File: config.mk
export PLATFORM = sky130hd
export DESIGN_NAME = parity_item_gen_flat
export DESIGN_NICKNAME = d
export VERILOG_FILES = /design/src/rtl/parity_item_gen_if.sv /design/src/rtl/parity_item_gen.sv /design/src/flat_wrapper.sv
export SDC_FILE = /design/constraint.sdc
export NUM_CORES = 1
export LEC_CHECK = 0
export ABC_CLOCK_PERIOD_IN_PS = 7880
export CORE_UTILIZATION = 45
export DETAILED_ROUTE_END_ITERATION = 16
export PLACE_DENSITY = 0.73
export SYNTH_ARGS = -nofsm -noshare
export SYNTH_HDL_FRONTEND = slang
export SYNTH_SLANG_ARGS = --single-unit
export TNS_END_PERCENT = 10
File: constraint.sdc
create_clock -name clk -period 7.88 [get_ports clk]
set_input_delay 1.576 -clock clk [delete_from_list [all_inputs] [get_ports clk]]
set_output_delay 1.576 -clock clk [all_outputs]
set_load 0.05 [all_outputs]
File: src/rtl/parity_item_gen_if.sv
// Push-side handshake bundle between an item producer and the parity FIFO.
// The master drives valid_o/data_o. The slave answers with grant_i.
// An item transfers on any clock edge where valid_o & grant_i are both high.
interface parity_item_gen_if #(
  parameter int DATA_WIDTH = 17
);
  logic                  valid_o;
  logic                  grant_i;
  logic [DATA_WIDTH-1:0] data_o;

  modport master (output valid_o, output data_o, input grant_i);
  modport slave  (input valid_o, input data_o, output grant_i);
endinterface

File: src/rtl/parity_item_gen.sv
// Pseudo-random parity-protected item source. It can corrupt every Nth item.
// Latency: the first item is valid one cycle after an accepted start. After that it sends 1 item/cycle.
// Backpressure: an item is held stable on the bus until grant_i accepts it.
module parity_item_gen #(
  parameter int          DATA_WIDTH = 17,
  parameter logic        PARITY     = 1'b1,
  parameter logic        P_BIT      = 1'b1,
  parameter logic [31:0] LFSR_SEED  = 32'h0000_ACE1
) (
  input  logic                     clk,
  input  logic                     rst_n,
  parity_item_gen_if.master        bus,
  input  logic                     start,
  input  logic [15:0]              num_items,
  input  logic [7:0]               err_period,
  output logic                     busy,
  output logic                     done,
  output logic [15:0]              sent_cnt,
  output logic [15:0]              err_cnt
);

  typedef enum logic [1:0] {IDLE, SEND, FIN} state_t;

  localparam logic [31:0] LFSR_MASK = 32'h8020_0003;

  state_t      state;
  logic [31:0] lfsr;
  logic [15:0] count;      // latched run length
  logic [7:0]  period;     // latched injection period
  logic [7:0]  phase;      // 1..period position of the presented item
  logic        cur_bad;    // presented item carries inverted parity

  logic [31:0] lfsr_nxt;
  logic [7:0]  phase_nxt;
  logic        bad_nxt;
  logic        last_item;

  // Galois right-shift step; the feedback taps are applied when bit 0 falls out.
  function automatic logic [31:0] lfsr_step(input logic [31:0] s);
    return s[0] ? ((s >> 1) ^ LFSR_MASK) : (s >> 1);
  endfunction

  // Attach the parity bit (optionally inverted) at the configured position.
  function automatic logic [DATA_WIDTH-1:0] form_item(input logic [DATA_WIDTH-2:0] payload,
                                                      input logic bad);
    logic p;
    p = (^payload) ^ ~PARITY ^ bad;
    return P_BIT ? {payload, p} : {p, payload};
  endfunction

  // Next-item bookkeeping: the injection phase wraps at the latched period. A zero period never corrupts.
  always_comb begin
    lfsr_nxt  = lfsr_step(lfsr);
    phase_nxt = (phase == period) ? 8'd1 : phase + 8'd1;
    bad_nxt   = (period != 8'd0) && (phase_nxt == period);
    last_item = ((sent_cnt + 16'd1) == count);
  end

  // Run control FSM with registered bus, status and counter outputs.
  always_ff @(posedge clk or negedge rst_n) begin
    if (!rst_n) begin
      state       <= IDLE;
      lfsr        <= LFSR_SEED;
      count       <= 16'd0;
      period      <= 8'd0;
      phase       <= 8'd0;
      cur_bad     <= 1'b0;
      bus.valid_o <= 1'b0;
      bus.data_o  <= '0;
      busy        <= 1'b0;
      done        <= 1'b0;
      sent_cnt    <= 16'd0;
      err_cnt     <= 16'd0;
    end else begin
      case (state)
        IDLE: begin
          done <= 1'b0;
          if (start) begin
            lfsr     <= LFSR_SEED;
            sent_cnt <= 16'd0;
            err_cnt  <= 16'd0;
            if (num_items != 16'd0) begin
              count       <= num_items;
              period      <= err_period;
              phase       <= 8'd1;
              cur_bad     <= (err_period == 8'd1);
              bus.data_o  <= form_item(LFSR_SEED[DATA_WIDTH-2:0], (err_period == 8'd1));
              bus.valid_o <= 1'b1;
              busy        <= 1'b1;
              state       <= SEND;
            end else begin
              done  <= 1'b1;
              state <= FIN;
            end
          end
        end
        SEND: begin
          if (bus.grant_i) begin
            sent_cnt <= sent_cnt + 16'd1;
            if (cur_bad) begin
              err_cnt <= err_cnt + 16'd1;
            end
            lfsr <= lfsr_nxt;
            if (last_item) begin
              bus.valid_o <= 1'b0;
              busy        <= 1'b0;
              done        <= 1'b1;
              state       <= FIN;
            end else begin
              phase      <= phase_nxt;
              cur_bad    <= bad_nxt;
              bus.data_o <= form_item(lfsr_nxt[DATA_WIDTH-2:0], bad_nxt);
            end
          end
        end
        FIN: begin
          done  <= 1'b0;
          state <= IDLE;
        end
        default: begin
          state <= IDLE;
        end
      endcase
    end
  end

endmodule
File: src/flat_wrapper.sv
// flat-port wrapper written by rule: the top's interface ports become plain ports
module parity_item_gen_flat 
#(
  parameter int          DATA_WIDTH = 17,
  parameter logic        PARITY     = 1'b1,
  parameter logic        P_BIT      = 1'b1,
  parameter logic [31:0] LFSR_SEED  = 32'h0000_ACE1
)
  (clk, rst_n, start, num_items, err_period, busy, done, sent_cnt, err_cnt, bus_valid_o, bus_data_o, bus_grant_i);
  parity_item_gen_if #(.DATA_WIDTH(DATA_WIDTH)) bus_i ();
  input  logic clk;
  input  logic rst_n;
  input  logic start;
  input  logic [15:0] num_items;
  input  logic [7:0] err_period;
  output logic busy;
  output logic done;
  output logic [15:0] sent_cnt;
  output logic [15:0] err_cnt;
  output wire logic [$bits(bus_i.valid_o)-1:0] bus_valid_o;
  output wire logic [$bits(bus_i.data_o)-1:0] bus_data_o;
  input wire logic [$bits(bus_i.grant_i)-1:0] bus_grant_i;
  assign bus_valid_o = bus_i.valid_o;
  assign bus_data_o = bus_i.data_o;
  assign bus_i.grant_i = bus_grant_i;
  parity_item_gen #(.DATA_WIDTH(DATA_WIDTH), .PARITY(PARITY), .P_BIT(P_BIT), .LFSR_SEED(LFSR_SEED)) u_core (.clk(clk), .rst_n(rst_n), .bus(bus_i), .start(start), .num_items(num_items), .err_period(err_period), .busy(busy), .done(done), .sent_cnt(sent_cnt), .err_cnt(err_cnt));
endmodule
* Word level (Yosys, flattened, before mapping)
Cells that the tools add are included.
Word-level totals: register bits after elaboration 118
Cells by class: mux-type cells 41, equal/unequal tests 12, reductions and logical operators 14, bitwise gates (word level) 2, add/subtract/negate cells 3
Operators with widths (number):
- $mux 32 | 3
- $mux 17 | 4
- $mux 16 | 4
- $pmux 16 s2 | 2
- $pmux 32 s2 | 1
- $mux 8 | 5
- $pmux 17 s2 | 1
- $add 16x1->16 const B | 2
- $eq 16x16->1 | 1
- $eq 8x8->1 | 2
- $pmux 8 s2 | 1
- $reduce_bool 16->1 | 1
- $reduce_xor 16->1 | 1
- $mux 1 | 12
- $reduce_and 3->1 | 4
- $reduce_and 5->1 | 2
- $add 8x1->8 const B | 1
- $eq 8x1->1 const B | 1
- $mux 2 | 4
- $reduce_bool 8->1 | 1
- $ne 2x1->1 const B | 3
- $ne 2x2->1 const B | 3
- $not 3->4 | 1
- $pmux 1 s2 | 2
- 10 further kinds | 10

* Depth between registers and ports, before layout
word-level depth 8, depth in mapped cells 10, mapped depth without buffers 10

* Worst setup path after synthesis
OpenSTA, ideal clock, no wires.
path type input to register, from in start, to reg u_core.err_cnt[15], stages on the path 8, buffers on the path 0, slack 4591 ps, arrival time 3212 ps, cells stage by stage nand2b_1 > o21ai_0 > a21oi_1 > and4_1 > and3_1 > nand3_1 > or3_1 > a21oi_1
On the way: longest elaborated chain between the ends 2
RTL lines:
- start, declared | RTL line flat_wrapper.sv:13 | input logic start;
- $ne 2x2->1 (no line)
- $reduce_and 4->1 (no line)
- end signal, assigned | RTL line parity_item_gen.sv:101 | err_cnt <= err_cnt + 16'd1;
- end, declared | RTL line parity_item_gen.sv:19 | output logic [15:0] err_cnt
Every way passes these cells. A chain may end at the register's enable or synchronous reset.

* Worst setup path in the final report
from in start, to reg u_core.phase[0]
On the way: longest elaborated chain between the ends 2
RTL lines:
- $ne 2x2->1 (no line)
- $reduce_and 5->1 (no line)
- end signal, assigned | RTL line parity_item_gen.sv:110 | phase <= phase_nxt;
- end, declared | RTL line parity_item_gen.sv:30 | logic [7:0] phase;
Every way passes these cells.

==> qor.txt <==
max-cap violations = 0
global-route wire length before repair = 24,680 um
Comb pwr share = 0.385
Worst EP arrival = 4.51 ns
minimum clock period = 4.221 ns
Util after Layout = 0.5700
DR iter-0 viols = 288
vias post-DR = 4,805
top cells by count, synth = dfrtp_1, nand2_1, o21ai_0, xnor2_1, a22o_1
Sw Share = 0.3823
Critical Path RT = 8.17 ns
H-tree depth = 4
hold_ws = 0.4813 ns
CTS clk-pin slew, worst paths = 0.05 ns
die width = 118.2 um
Pleak = 3.130 nW
fin nets = 687
Die Footprint = 0.01398 mm2
CTS Sinks = 118
grt ovf = 0
Final Hold Fails = 0
GP Congestion = 0.8511
setup tns final = 0 ns
Antenna Nets Post-Route = 0
Post-synth EDFFs = 0
CP Cell Sequence = clkdlybuf4s50_1, nand2b_1, o21ai_0, a21o_1, a21oi_1, o21ai_4, nand2_2, mux2_2
core area = 0.01319 mm2
Clock Tree Root = clkbuf_16
register cell area after layout = 0.002963 mm2
fin. max-slew vios = 0
area fraction of the dominant cell type after synthesis = 0.4527
Crit-path slowest cell = a21o_1
relative slew slack = 0.1564
# DRC = 0
# fillers = 1,107
ys flop type = dfrtp_1
I/O pin cnt = 80
via/cell ratio = 5.727
critical path endpoint category = register
CTS tree = done
worst-margin pin slew = 1.264 ns
outcome = finished, final reports clean
syn_nets = 620
first-pass iteration count of the detailed router = 4
initial antenna violation count = 0
P_sw = 1.017 mW
setup ws final = 3.659 ns
worst skew pair latency = 0.41 ns
Resized cells post-CTS = 0
Yosys reg bits = 118
GRT Util Overall = 0.2247
Area contributors post-synth = dfrtp_1, xnor2_1, mux2_2, a22o_1, nand2_1
Power Density = 353.7 mW/mm2
Power, Total = 2.659 mW
final WL = 14,520 um
final worst path period share = 0.5357
CP Class = in -> reg
delay-heaviest family, CP = compound AO/OA/AOI/OAI gates
Layout Cells excl Fill = 839
P&R area growth vs syn = 23.64%
DP Area = 0.006968 mm2
post-route cell area = 0.007518 mm2
port buffer count = 79
largest net degree at the start of global routing = 87
Max Buffers Root-to-Sink = 2
detailed placement HPWL = 10,090 um
clock skew = 0.006696 ns
sequential share of power = 0.344
Initial Util = 0.4610
Internal = 1.643 mW
Inst Count DP = 810
Max FO, Critical Path = 33
CP max stage delay = 0.57 ns
WP buf/inv = 1
synthesized cell area = 0.006081 mm2
cells after synthesis = 586
Syn Area/Cell = 10.38 um2
row count = 42
peak supply drop = 0.0002099 V
setup bufs post-CTS = 0
vias in the first global route = 4,883
worst hold path class = reg -> reg
Antenna Cells = 0
Clock Power Share = 0.270
Async SR Flop Fraction = 1.000
fraction of layout cells with a size suffix above 1 = 0.1252
cts hold-fix bufs = 0
Setup crit start kind = primary input
unrepaired setup endpoints after global routing = false
Place WS = 3.262 ns
WL per Instance = 17.31 um
Die Ht = 118.2 um
most frequent cell after synthesis = dfrtp_1
Synth cell types = 61
CTS Buf Count = 17
Multi-input gate area = 0.002929 mm2
Yosys warning count = 0
Synth area leader = dfrtp_1
Max Fclk = 236.9 MHz
Setup-failing EPs final = 0
sequential area share after synthesis = 0.4872
==> worst register-to-register path, delay by kind of cell, from the launching register on <==
family	cells	cell delay [ns]
muxes	1	0.36
and+or+nand+nor	5	1.79
adders and majority gates	1	0.34
xor gates and xnor gates	1	0.20
DFF	1	0.50
AOI/OAI and AO/OA	1	0.47
==> cells in the final DEF, fill, tap and decap left out, types with 17 or more instances in the layout <==
| master | synthesis | layout |
|---|---|---|
| a22o_1 | 28 | 28 |
| clkbuf_16 | 0 | 17 |
| clkdlybuf4s50_1 | 0 | 78 |
| dfrtp_1 | 110 | 110 |
| mux2_2 | 25 | 25 |
| nand2_1 | 60 | 60 |
| nand3_1 | 25 | 25 |
| nor2_1 | 27 | 26 |
| o21ai_0 | 44 | 44 |
| xnor2_1 | 42 | 42 |
| xor2_1 | 24 | 24 |
==> sequential cells by signal, summed over array words and instances (netlist names) <==
name                cells
u_core.lfsr            32
u_core.bus.data_o      17
u_core.count           16
u_core.err_cnt         16
u_core.sent_cnt        16
u_core.period           8
u_core.phase            8
u_core.state            2
u_core.bus.valid_o      1
u_core.cur_bad          1
u_core.done             1
==> cell families (layout without fill, tap and decap cells) <==
family,Yosys count,after routing,synth area share
simple gates,181,181,0.1539
flops,118,118,0.4872
fa+ha+maj,6,6,0.01235
buf+inv,46,123,0.03148
mux,31,31,0.05700
compound gates,138,138,0.1630
xor+xnor,66,66,0.09506
==> power by group through the flow <==
| stage | registers (mW) | clock network, mW | logic (mW) |
|---|---|---|---|
| 2_1_floorplan | 0.974 | 0 | 0.688 |
| 3_3_place_gp | 0.918 | 0 | 0.985 |
| 3_5_place_dp | 0.921 | 0 | 1.02 |
| 4_1_cts | 0.914 | 0.731 | 1.03 |
| 5_1_grt | 0.936 | 0.759 | 1.13 |
| 6_report | 0.916 | 0.718 | 1.02 |
==> cell type report <==
class / instances / share of cell area
Multi-Input combinational cell: 422 / 0.3896
Timing Repair Buffer: 82 / 0.1078
Clock inverter: 4 / 0.005991
Sequential cell: 118 / 0.3941
Tap cell: 176 / 0.02929
Inverter: 12 / 0.005991
Clock buffer: 25 / 0.06723
==> worst paths after layout <==
| path | from | endpoint | slack (ns) | cells after the start |
|---|---|---|---|---|
| min in group asynchronous | rst_n | u_core.period[7]$_DFFE_PN0P_ | 1.10 | 1 |
| max in group asynchronous | rst_n | u_core.sent_cnt[3]$_DFFE_PN0P_ | 5.37 | 2 |
| hold / removal | u_core.lfsr[21]$_DFFE_PN0P_ | u_core.lfsr[21]$_DFFE_PN0P_ | 0.48 | 2 |
| hold reg to reg | u_core.lfsr[21]$_DFFE_PN0P_ | u_core.lfsr[21]$_DFFE_PN0P_ | 0.48 | 2 |
| setup / recovery | start | u_core.phase[0]$_DFFE_PN0P_ | 3.66 | 8 |
| setup reg to reg | u_core.sent_cnt[0]$_DFFE_PN0P_ | u_core.bus.data_o[0]$_DFFE_PN0P_ | 4.10 | 9 |
==> routing by layer <==
metal | GRT usage | up-vias | share of wire
met5 | 0 | - | 0
met1 | 0.2975 | 2380 | 0.45
met2 | 0.3566 | 144 | 0.48
li1 | - | 2260 | -
met4 | 0.09375 | 0 | 0.019
met3 | 0.04875 | 21 | 0.052
No activity file was read; power rests on OpenSTA's default activity.
